===== config.mk =====
export PLATFORM = sky130hd
export DESIGN_NAME = bnn_sequencer_flat
export DESIGN_NICKNAME = d
export VERILOG_FILES = /design/src/rtl/bnn_pkg.sv /design/src/rtl/bnn_sequencer_if.sv /design/src/rtl/bnn_sequencer_phase_timer.sv /design/src/rtl/bnn_sequencer.sv /design/src/flat_wrapper.sv
export SDC_FILE = /design/constraint.sdc
export NUM_CORES = 1
export LEC_CHECK = 0
export ABC_CLOCK_PERIOD_IN_PS = 3000
export CAP_MARGIN = 0
export CORE_MARGIN = 3
export CORE_UTILIZATION = 53
export CTS_CLUSTER_DIAMETER = 100
export DETAILED_ROUTE_END_ITERATION = 10
export DONT_BUFFER_PORTS = 1
export PLACE_DENSITY = 0.68
export SLEW_MARGIN = 20
export SYNTH_ARGS = -nofsm -noshare
export SYNTH_HDL_FRONTEND = slang
export SYNTH_SLANG_ARGS = --single-unit

===== constraint.sdc =====
create_clock -name clk -period 3 [get_ports clk]
set_input_delay 0.45 -clock clk [delete_from_list [all_inputs] [get_ports clk]]
set_output_delay 0.45 -clock clk [all_outputs]
set_load 0.02 [all_outputs]

===== src/rtl/bnn_pkg.sv =====
// Shared definitions for the BNN inference pipeline: phase codes, counter width
// and timing defaults used by the sequencer and the layer engines.
package bnn_pkg;

    typedef enum logic [2:0] {
        ST_IDLE    = 3'b000,
        ST_LOAD    = 3'b001,
        ST_LAYER_1 = 3'b010,
        ST_LAYER_2 = 3'b011,
        ST_LAYER_3 = 3'b100,
        ST_DONE    = 3'b101,
        ST_ERROR   = 3'b110
    } bnn_state_e;

    localparam int TIMEOUT_CYCLES_DEF = 4095;
    localparam int PHASE_CNT_W        = 16;

    typedef struct packed {
        logic load_done;
        logic l1_done;
        logic l2_done;
        logic l3_done;
    } bnn_done_t;

    typedef struct packed {
        logic layer_clr_n;
        logic busy;
        logic result_valid;
        logic error;
    } bnn_status_t;

    function automatic logic is_active(bnn_state_e s);
        return (s == ST_LOAD) || (s == ST_LAYER_1) ||
               (s == ST_LAYER_2) || (s == ST_LAYER_3);
    endfunction

    function automatic bnn_state_e next_phase(bnn_state_e s);
        bnn_state_e n;
        n = ST_IDLE;
        case (s)
            ST_LOAD:    n = ST_LAYER_1;
            ST_LAYER_1: n = ST_LAYER_2;
            ST_LAYER_2: n = ST_LAYER_3;
            ST_LAYER_3: n = ST_DONE;
            default:    n = ST_IDLE;
        endcase
        return n;
    endfunction

endpackage


===== src/rtl/bnn_sequencer_if.sv =====
// Control/status bundle between the inference host/engines (master) and the
// phase sequencer (slave).
interface bnn_sequencer_if;
    import bnn_pkg::*;

    logic                   start;
    logic                   abort;
    logic                   load_done;
    logic                   l1_done;
    logic                   l2_done;
    logic                   l3_done;
    logic [2:0]             state;
    logic                   layer_clr_n;
    logic                   busy;
    logic                   result_valid;
    logic                   error;
    logic [PHASE_CNT_W-1:0] phase_cycles;

    modport master (
        output start, abort, load_done, l1_done, l2_done, l3_done,
        input  state, layer_clr_n, busy, result_valid, error, phase_cycles
    );

    modport slave (
        input  start, abort, load_done, l1_done, l2_done, l3_done,
        output state, layer_clr_n, busy, result_valid, error, phase_cycles
    );
endinterface


===== src/rtl/bnn_sequencer_phase_timer.sv =====
// Per-phase cycle counter with saturation and a timeout compare against the
// configured per-phase budget.
module phase_timer
    import bnn_pkg::*;
#(
    parameter int TIMEOUT_CYCLES = TIMEOUT_CYCLES_DEF
) (
    input  logic                   clk,
    input  logic                   rst_n,
    input  logic                   clr,
    input  logic                   en,
    output logic [PHASE_CNT_W-1:0] count,
    output logic                   timeout
);
    localparam int unsigned LIMIT = TIMEOUT_CYCLES - 1;

    always_ff @(posedge clk or negedge rst_n) begin
        if (!rst_n) begin
            count <= '0;
        end else if (clr) begin
            count <= '0;
        end else if (en && (count != '1)) begin
            count <= count + 1'b1;
        end
    end

    // >= rather than == so a saturated count can never slip past the limit
    assign timeout = en && (32'(count) >= LIMIT);
endmodule


===== src/rtl/bnn_sequencer.sv =====
// Top-level phase sequencer for one BNN inference: LOAD -> LAYER_1..3 -> DONE,
// with per-phase timeout, abort, and registered status outputs.
module bnn_sequencer
    import bnn_pkg::*;
#(
    parameter int TIMEOUT_CYCLES = TIMEOUT_CYCLES_DEF
) (
    input  logic           clk,
    input  logic           rst_n,
    bnn_sequencer_if.slave bus
);
    bnn_state_e             st_q, st_d;
    bnn_status_t            stat_q, stat_d;
    bnn_done_t              done;
    logic                   phase_done;
    logic                   timeout;
    logic                   phase_clr;
    logic                   phase_en;
    logic [PHASE_CNT_W-1:0] phase_cnt;

    assign done = '{load_done: bus.load_done, l1_done: bus.l1_done,
                    l2_done:   bus.l2_done,   l3_done: bus.l3_done};

    // Only the active phase's own done flag counts; the others may be stale.
    always_comb begin
        phase_done = 1'b0;
        case (st_q)
            ST_LOAD:    phase_done = done.load_done;
            ST_LAYER_1: phase_done = done.l1_done;
            ST_LAYER_2: phase_done = done.l2_done;
            ST_LAYER_3: phase_done = done.l3_done;
            default:    phase_done = 1'b0;
        endcase
    end

    always_comb begin
        st_d   = st_q;
        stat_d = '0;
        if (bus.abort) begin
            st_d = ST_IDLE;
        end else begin
            case (st_q)
                ST_IDLE, ST_DONE, ST_ERROR: begin
                    if (bus.start) st_d = ST_LOAD;
                end
                ST_LOAD, ST_LAYER_1, ST_LAYER_2, ST_LAYER_3: begin
                    if (phase_done)   st_d = next_phase(st_q);
                    else if (timeout) st_d = ST_ERROR;
                end
                default: st_d = ST_IDLE;
            endcase
        end
        // Status is computed from the next state so the registered outputs
        // line up with the state register.
        stat_d.busy         = is_active(st_d);
        stat_d.result_valid = (st_d == ST_DONE);
        stat_d.error        = (st_d == ST_ERROR);
        stat_d.layer_clr_n  = !(bus.abort || ((st_d == ST_LOAD) && (st_q != ST_LOAD)));
    end

    always_ff @(posedge clk or negedge rst_n) begin
        if (!rst_n) begin
            st_q   <= ST_IDLE;
            stat_q <= '0;
        end else begin
            st_q   <= st_d;
            stat_q <= stat_d;
        end
    end

    assign phase_clr = (st_d != st_q);
    assign phase_en  = is_active(st_q);

    phase_timer #(
        .TIMEOUT_CYCLES(TIMEOUT_CYCLES)
    ) u_timer (
        .clk     (clk),
        .rst_n   (rst_n),
        .clr     (phase_clr),
        .en      (phase_en),
        .count   (phase_cnt),
        .timeout (timeout)
    );

    assign bus.state        = st_q;
    assign bus.layer_clr_n  = stat_q.layer_clr_n;
    assign bus.busy         = stat_q.busy;
    assign bus.result_valid = stat_q.result_valid;
    assign bus.error        = stat_q.error;
    assign bus.phase_cycles = phase_cnt;
endmodule


===== src/flat_wrapper.sv =====
// flat-port wrapper written by rule: the top's interface ports become plain ports
module bnn_sequencer_flat import bnn_pkg::*;
#(
    parameter int TIMEOUT_CYCLES = TIMEOUT_CYCLES_DEF
)
  (clk, rst_n, bus_start, bus_abort, bus_load_done, bus_l1_done, bus_l2_done, bus_l3_done, bus_state, bus_layer_clr_n, bus_busy, bus_result_valid, bus_error, bus_phase_cycles);
  bnn_sequencer_if bus_i ();
  input  logic clk;
  input  logic rst_n;
  input wire logic [$bits(bus_i.start)-1:0] bus_start;
  input wire logic [$bits(bus_i.abort)-1:0] bus_abort;
  input wire logic [$bits(bus_i.load_done)-1:0] bus_load_done;
  input wire logic [$bits(bus_i.l1_done)-1:0] bus_l1_done;
  input wire logic [$bits(bus_i.l2_done)-1:0] bus_l2_done;
  input wire logic [$bits(bus_i.l3_done)-1:0] bus_l3_done;
  output wire logic [$bits(bus_i.state)-1:0] bus_state;
  output wire logic [$bits(bus_i.layer_clr_n)-1:0] bus_layer_clr_n;
  output wire logic [$bits(bus_i.busy)-1:0] bus_busy;
  output wire logic [$bits(bus_i.result_valid)-1:0] bus_result_valid;
  output wire logic [$bits(bus_i.error)-1:0] bus_error;
  output wire logic [$bits(bus_i.phase_cycles)-1:0] bus_phase_cycles;
  assign bus_i.start = bus_start;
  assign bus_i.abort = bus_abort;
  assign bus_i.load_done = bus_load_done;
  assign bus_i.l1_done = bus_l1_done;
  assign bus_i.l2_done = bus_l2_done;
  assign bus_i.l3_done = bus_l3_done;
  assign bus_state = bus_i.state;
  assign bus_layer_clr_n = bus_i.layer_clr_n;
  assign bus_busy = bus_i.busy;
  assign bus_result_valid = bus_i.result_valid;
  assign bus_error = bus_i.error;
  assign bus_phase_cycles = bus_i.phase_cycles;
  bnn_sequencer #(.TIMEOUT_CYCLES(TIMEOUT_CYCLES)) u_core (.clk(clk), .rst_n(rst_n), .bus(bus_i));
endmodule

==> impl_metrics.ini, run 1 <==
[run_status]
outcome = complete, no violations

[final_layout]
fillers = 248
regArea_um2 = 576
multi_input_area_um2 = 988
final_cell_mix = dfrtp_1 (23), xnor2_1 (14), nor3_1 (10), nor3_2 (10)
final_common_cell = dfrtp_1
drive_above_1_share_pct = 20.0
nets = 176
antenna_cells = 0
final_core_util_pct = 58.6
synthToLayoutAreaGrowth_pct = 1.44

[job]
maxCapViolCount = 0

[global_routing]
grt_pass1_vias = 1231
grt.overflow.total = 0
grt_usage_pct = 19.5
grt_start_max_net_pins = 24
antenna_found_initial = 0
grt_pass1_wl_um = 5650

[place]
port-buffer-count = 0
gp_congestion = 0.875
post-place-ws_ns = 0.698
place_hpwl_um = 2470

[logic_synthesis]
synthesis.area_mm2 = 0.00165
synth_top_area_share_pct = 34.9
synth_cells = 167
synth_fp_nets = 177
synth_warnings = 0
ys.flop_type = dfrtp_1
synthArstFlopShare_pct = 100
synth-seq-area-share_pct = 34.9
yosysTopAreaCell = dfrtp_1
yosys-top-cells-area = dfrtp_1 (35%), xnor2_1 (7.4%), nor3_2 (6.1%)
synth_area_per_cell_um2 = 9.87
synth_cell_type_count = 58
ys_seq_elements = 23
synth_edf_count = 0

[routing]
via_count = 1270
dr.pass1.iters = 4
routed_wl_um = 3360
ant_nets = 0
wl_per_cell_um = 17.1
drcViolationCount = 0
vias_per_cell = 6.48
drtIter0Drc = 70

[sta]
final-setup-viol-count = 0
period_needed_ns = 2.30
slew_viol_final = 0
clock.fmax_mhz = 435
rsz0062_at_grt = no
fin_crit_sh_pct = 76.7
tightest_slew_ns = 0.835
setup_slack_ns = 0.699
hold_viol = 0
timing.setup.tns_ns = 0
max_slew_margin_pct = 44.3
skew_ns = 0.00825

[worst_setup_path]
start_kind = flip-flop
worstPathArrival_ns = 2.51
crit_type = flip-flop to flip-flop
cp-end-kind = flip-flop
crit_path_max_fanout = 19
required_ns = 3.21

[power_and_ir_drop]
p_total_mw = 0.636
clkPwrFrac_pct = 22.3
ir_drop_uv = 223
seq_power_share_pct = 60.6
p_int_mw = 0.427
total_leakage_power_nw = 0.662
power.switching_mw = 0.209
comb_power_share_pct = 17.1
switching_share_pct = 32.9
power.density_mw_per_mm2 = 381

[clocking]
clk_latency_ns = 0.31
cts_root_buf = clkbuf_4
cts_buffers = 3
cts_max_path_buffers = 2
post-cts-setup-buffer-count = 0
cts.sinks = 23
cts_htree_levels = 1
cts_tree = done
clk_pin_slew_ns = 0.12

[floorplanning]
core_area_mm2 = 0.00285
rows = 19
die_y_um = 61.8
initial_utilization_pct = 57.8
die_x_um = 61.8
dieArea_mm2 = 0.00381
io_pins = 31

[min_path]
holdCritPathClass = input port to async pin
==> final cells by class <==
| cell class | count | share of cell area (%) |
|---|---|---|
| multi-input cells | 128 | 59.1 |
| flip-flops and latches | 23 | 34.4 |
| well taps | 31 | 2.32 |
| inverters | 8 | 1.80 |
| clock buffers | 4 | 1.57 |
| repair buffers | 2 | 0.749 |
==> worst max-delay path, cell delays in order, from the launching register on <==
cell and delay (ns):
dfrtp_1 0.87, mux2_4 0.36, a211oi_2 0.25, a211oi_1 0.07, o22a_2 0.38, a2111oi_2 0.26
==> registers in the layout (all words and copies together), names as in the netlist <==
signal,flops
u_core.bus.error,1
u_core.bus.result_valid,1
u_core.u_timer.count,16
u_core.bus.busy,1
u_core.bus.layer_clr_n,1
u_core.bus.state,3
==> logic make-up after synthesis <==
logic type	Yosys count	share of synthesized area, %
xor gates and xnor gates	15	7.97
DFF	23	34.9
AOI/OAI and AO/OA	33	16.4
adders and majority gates	3	2.13
and+or+nand+nor	73	30.7
muxes	4	2.81
buffers and inverters	16	5.09
==> power groups by stage <==
stage | Combinational (mW) | Sequential (mW) | Clock (mW)
2_1_floorplan | 0.0964 | 0.380 | 0
3_3_place_gp | 0.0998 | 0.393 | 0
3_5_place_dp | 0.103 | 0.393 | 0
4_1_cts | 0.110 | 0.387 | 0.147
5_1_grt | 0.125 | 0.393 | 0.162
6_report | 0.109 | 0.386 | 0.142
==> metal layers <==
| layer | global-route usage (%) | up-vias | share of wire, % |
|---|---|---|---|
| li1 | - | 625 | - |
| met1 | 28.2 | 603 | 48 |
| met2 | 28.3 | 37 | 44 |
| met3 | 5.99 | 5 | 6.7 |
| met4 | 4.85 | 0 | 1.0 |
| met5 | 0 | - | 0 |
==> what timing repair did <==
item / 4_1_cts / 5_1_grt
hold endpoints to repair: 23 / 0
gates resized for setup: 0 / 0
hold buffers: 1 / 0
==> path summary, 6_finish.rpt <==
check	startpoint	endpoint	slack (ns)	depth (start not counted)
worst min-delay path	rst_n	u_core.u_timer.count[7]$_DFFE_PN0P_	0.08	1
worst max-delay path	u_core.bus.state[1]$_DFF_PN0_	u_core.u_timer.count[1]$_DFFE_PN0P_	0.70	5
worst max register to register	u_core.bus.state[1]$_DFF_PN0_	u_core.u_timer.count[1]$_DFFE_PN0P_	0.70	5
min in group clk	bus_abort	u_core.bus.layer_clr_n$_DFF_PN0_	0.19	1
worst min register to register	u_core.u_timer.count[14]$_DFFE_PN0P_	u_core.u_timer.count[14]$_DFFE_PN0P_	0.79	2
max in group asynchronous	rst_n	u_core.u_timer.count[4]$_DFFE_PN0P_	2.58	1
==> Yosys cell counts, types with 2 or more instances <==
cell and number:
nor2b_1 2, nor3_2 10, nor3b_1 3, buf_6 2
nor2_1 8, nor3_1 10, and3_1 2, nor4bb_1 2
nor4_1 6, buf_2 4, a211oi_2 2, o211ai_1 3
inv_1 8, nand3_1 5, o21ai_0 6, o21ai_1 2
mux2i_1 2, dfrtp_1 23, nand2_1 8, ha_1 2
a21oi_1 4, xnor2_1 14, nand4_1 4
==> metrics by stage <==
step,instances,hold slack (ns),instance area [um^2]
2_1_floorplan,167,0.154,1650
3_3_place_gp,191,0.155,1640
3_5_place_dp,191,0.155,1640
4_1_cts,196,0.181,1680
5_1_grt,196,0.110,1670
6_report,196,0.0807,1670
Power figures use the tool's default switching activity.
==> run 2, diff against run 1 <==
- ABC_CLOCK_PERIOD_IN_PS: 3000 -> 2300
- clock period: 3 -> 2.3 ns (I/O delays scaled with it)
==> impl_metrics.ini, run 2 (synthesized netlist as in run 1, its figures left out) <==
[run_status]
outcome = finished, violations left
violations = negative hold slack

[floorplanning]
io_pins = 31
initial_utilization_pct = 57.8
die_x_um = 61.8
core_area_mm2 = 0.00285
die_y_um = 61.8
dieArea_mm2 = 0.00381
rows = 19

[final_layout]
largest_register_ffs = 16
final_common_cell = dfrtp_1
synthToLayoutAreaGrowth_pct = 8.81
antenna_cells = 0
final_cell_mix = dfrtp_1 (22), buf_4 (16), xnor2_1 (14), nor3_1 (10), nor3_2 (10)
nets = 191
regArea_um2 = 577
drive_above_1_share_pct = 27.2
multi_input_area_um2 = 996
fillers = 254
final_core_util_pct = 62.9
largest-register = u_core.u_timer.count

[power_and_ir_drop]
switching_share_pct = 33.6
p_total_mw = 0.877
clkPwrFrac_pct = 22.4
total_leakage_power_nw = 0.742
seq_power_share_pct = 53.6
ir_drop_uv = 308
power.switching_mw = 0.295
p_int_mw = 0.582
comb_power_share_pct = 24.0
power.density_mw_per_mm2 = 489

[sta]
max_slew_margin_pct = 60.8
period_needed_ns = 2.15
timing.setup.tns_ns = 0
slew_viol_final = 0
tightest_slew_ns = 0.586
skew_ns = 0.00677
final-setup-viol-count = 0
timing.hold.ws_ns = -0.0278
fin_crit_sh_pct = 93.5
clock.fmax_mhz = 465
hold_viol = 23
rsz0062_at_grt = no

[clocking]
cts.sinks = 23
clk_latency_ns = 0.32
cts_buffers = 3
cts_root_buf = clkbuf_4
cts_tree = done
cts_max_path_buffers = 2
cts_htree_levels = 1
clk_pin_slew_ns = 0.13
post-cts-setup-buffer-count = 0

[worst_setup_path]
required_ns = 2.54
cpMaxStageDelayCell = dfrtp_1
crit_path_max_fanout = 11
critPathBufInv = 1
crit_type = flip-flop to flip-flop
worstPathArrival_ns = 2.39
cp-end-kind = flip-flop
path_cells = buf_4 > mux2_2 > a21oi_1 > o32ai_1 > a221oi_2 > xor2_1
start_kind = flip-flop
critical-path-top-delay-family = compound AO/OA/AOI/OAI gates
max_stage_delay_ns = 0.60

[routing]
vias_per_cell = 6.41
drcViolationCount = 0
via_count = 1353
ant_nets = 0
wl_per_cell_um = 17.7
drtIter0Drc = 60
dr.pass1.iters = 4
routed_wl_um = 3730

[global_routing]
grt_pass1_vias = 1299
grt_usage_pct = 21.4
antenna_found_initial = 0
grt.overflow.total = 0
grt_pass1_wl_um = 6070
grt_start_max_net_pins = 24

[place]
gp_congestion = 0.869
place_hpwl_um = 2750
port-buffer-count = 0

[job]
maxCapViolCount = 0

[min_path]
holdCritPathClass = input port to async pin
==> run 2: cell types whose count changed in the layout (fill, tap and decap cells not counted), sizes merged <==
cell and delta:
buf +15
==> run 2: worst paths after layout <==
check	slack [ns]	to	cells after the start	from
max	0.15	u_core.bus.busy$_DFF_PN0_	6	u_core.bus.state[2]$_DFF_PN0_
min	-0.03	u_core.u_timer.count[9]$_DFFE_PN0P_	1	rst_n
max reg2reg	0.15	u_core.bus.busy$_DFF_PN0_	6	u_core.bus.state[2]$_DFF_PN0_
min reg2reg	0.66	u_core.u_timer.count[4]$_DFFE_PN0P_	2	u_core.u_timer.count[4]$_DFFE_PN0P_
max in group asynchronous	1.96	u_core.bus.state[1]$_DFF_PN0_	1	rst_n
min in group clk	0.07	u_core.bus.state[0]$_DFF_PN0_	1	bus_abort
==> run 2: power groups by stage <==
stage                     Combinational (mW)  Sequential [mW]  Clock [mW]
after CTS                              0.213            0.470       0.196
final                                  0.210            0.470       0.197
after floorplan                        0.126            0.495           0
after global routing                   0.234            0.476       0.218
after detailed placement               0.204            0.477           0
after global placement                 0.195            0.477           0
==> run 2: area by class of cell <==
type	instances	area share, %
clock buffers	4	1.47
inverters	8	1.67
multi-input cells	128	55.5
flip-flops and latches	23	32.2
well taps	31	2.16
repair buffers	17	6.98
==> run 2: worst reg2reg max path, cell delays in order (launching register included) <==
cell      delay, ns
dfrtp_1        0.60
buf_4          0.25
mux2_2         0.34
a21oi_1        0.15
o32ai_1        0.17
a221oi_2       0.37
xor2_1         0.20
==> run 2: timing repair <==
item                                    CTS  global route
endpoints found under the setup margin    0            11
resized for setup                         0             2
endpoints found under the hold margin    23             0
hold buffers                              1             0
==> run 2: metal layers <==
metal / up-vias / global-route usage, % / part of all wire [%] / wire length (um)
met2: 43 / 32.7 / 46 / 1720
met5: - / 0 / 0 / 0
li1: 653 / - / - / -
met4: 0 / 6.06 / 1.2 / 46
met3: 6 / 4.96 / 5.6 / 210
met1: 651 / 30.2 / 47 / 1750
==> run 2: through the flow <==
step	std cells	instance area, um^2	worst slack, ns
CTS	211	1790	0.112
global placement	206	1750	0.285
detailed placement	206	1750	0.147
global route	211	1790	0.0632
finish	211	1790	0.150
floorplan	167	1650	0.442
==> run 3, diff against run 2 <==
- ABC_CLOCK_PERIOD_IN_PS: 2300 -> 2000
- CTS_BUF_LIST: unset -> sky130_fd_sc_hd__clkbuf_4
- SKIP_LAST_GASP: unset -> 1
- clock period: 2.3 -> 2 ns (I/O delays scaled with it)
==> impl_metrics.ini, run 3 (synthesized netlist as in run 1, its figures left out) <==
[run_status]
outcome = complete, no violations

[global_routing]
grt_start_max_net_pins = 24
grt_usage_pct = 23.0
grt_pass1_wl_um = 6490
antenna_found_initial = 0
grt_pass1_vias = 1311
grt.overflow.total = 0

[power_and_ir_drop]
power.density_mw_per_mm2 = 540
total_leakage_power_nw = 0.828
ir_drop_uv = 384

[routing]
wl_per_cell_um = 17.4
drcViolationCount = 0
ant_nets = 0
dr.pass1.iters = 4
drtIter0Drc = 100
vias_per_cell = 6.27
routed_wl_um = 3950
via_count = 1424

[floorplanning]
rows = 19
initial_utilization_pct = 57.8
core_area_mm2 = 0.00285
io_pins = 31
die_y_um = 61.8
dieArea_mm2 = 0.00381
die_x_um = 61.8

[worst_setup_path]
crit_path_max_fanout = 14
critPathBufInv = 3
cpMaxStageDelayCell = dfrtp_1
worstPathArrival_ns = 2.13
worstSetupStartpoint = u_core.bus.state[1]$_DFF_PN0_
path_cells = buf_4 > nor2_1 > buf_4 > o21ai_1 > a221o_1 > buf_4 > nor3_1
cp_common_cell = buf_4
start_kind = flip-flop
reg2reg_depth = 7
rrSetupSlack_ns = 0.11
critical-path-top-delay-family = buffers and inverters
required_ns = 2.25
r2r-start = u_core.bus.state[1]$_DFF_PN0_
path_depth = 7
crit_type = flip-flop to flip-flop
max_stage_delay_ns = 0.49
cp-end-kind = flip-flop

[final_layout]
drive_above_1_share_pct = 34.2
largest-register = u_core.u_timer.count
synthToLayoutAreaGrowth_pct = 17.0
nets = 207
final_core_util_pct = 67.6
largest_register_ffs = 16
final_cell_area_mm2 = 0.00193
final_cell_mix = buf_4 (31), dfrtp_1 (21), xnor2_1 (14), nor3_1 (10), nor3_2 (10)
antenna_cells = 0
final_common_cell = buf_4

[place]
place_hpwl_um = 2990
gp_congestion = 0.881
place_area_mm2 = 0.00185
post-place-ws_ns = 0.00774
port-buffer-count = 0

[min_path]
holdPathStages = 1
holdCritPathClass = input port to flip-flop
min_from = bus_abort

[sta]
tightest_slew_ns = 0.531
skew_ns = 0.0103
fin_crit_sh_pct = 94.3
rsz0062_at_grt = yes
timing.hold.ws_ns = 0.0297
period_needed_ns = 1.89
clock.fmax_mhz = 530
setup_slack_ns = 0.114
slew_viol_final = 0
timing.setup.tns_ns = 0
final-setup-viol-count = 0
hold_viol = 0
max_slew_margin_pct = 64.6

[clocking]
cts_htree_levels = 1
cts_tree = done
cts_root_buf = clkbuf_4
clk_latency_ns = 0.32
cts_max_path_buffers = 2
cts.sinks = 23
cts_buffers = 3
clk_pin_slew_ns = 0.14

[job]
maxCapViolCount = 0
[run 3: cell count changes in the layout (fill, tap and decap cells not counted), sizes merged]
cell,previous run,this run
buf,17,32
dlygate4sd3,0,1
[run 3: what timing repair did]
action                                  4_1_cts  5_1_grt
setup buffers                                 0        2
resized for setup                             1        3
endpoints found under the setup margin        2       19
hold endpoints to repair                     23       23
hold buffers                                  1        1
pin swaps                                     0        2
[run 3: per-layer routing]
metal  up-vias  part of all wire (%)  global-route usage [%]
li1        684                     -                       -
met1       696                    50                    35.6
met2        40                    44                    33.8
met3         4                   4.6                    3.10
met4         0                  0.73                    5.45
met5         -                     0                       0
[run 3: report_power, final]
group          switching [mW]  internal (mW)
Sequential             0.0383          0.492
Combinational           0.157          0.113
Clock                   0.150         0.0916
Total                   0.345          0.697
[run 3: final timing paths]
check | end
hold / removal | u_core.bus.state[0]$_DFF_PN0_
hold reg to reg | u_core.u_timer.count[1]$_DFFE_PN0P_
setup reg to reg | u_core.u_timer.count[4]$_DFFE_PN0P_
min in group asynchronous | u_core.u_timer.count[10]$_DFFE_PN0P_
max in group asynchronous | u_core.bus.state[2]$_DFF_PN0_
setup / recovery | u_core.u_timer.count[4]$_DFFE_PN0P_
[run 3: metrics by stage]
step           std cells  total power [mW]
2_1_floorplan        167             0.714
3_5_place_dp         219             0.795
6_report             227              1.04
5_1_grt              227              1.10
3_3_place_gp         219             0.785
4_1_cts              224              1.04
[run 3: final cells by class]
| type | instances | area (um^2) |
|---|---|---|
| clock buffers | 4 | 30.0 |
| fillers | 232 | 925 |
| inverters | 8 | 30.0 |
| multi-input cells | 128 | 1000 |
| flip-flops and latches | 23 | 578 |
| well taps | 31 | 38.8 |
| repair buffers | 33 | 248 |
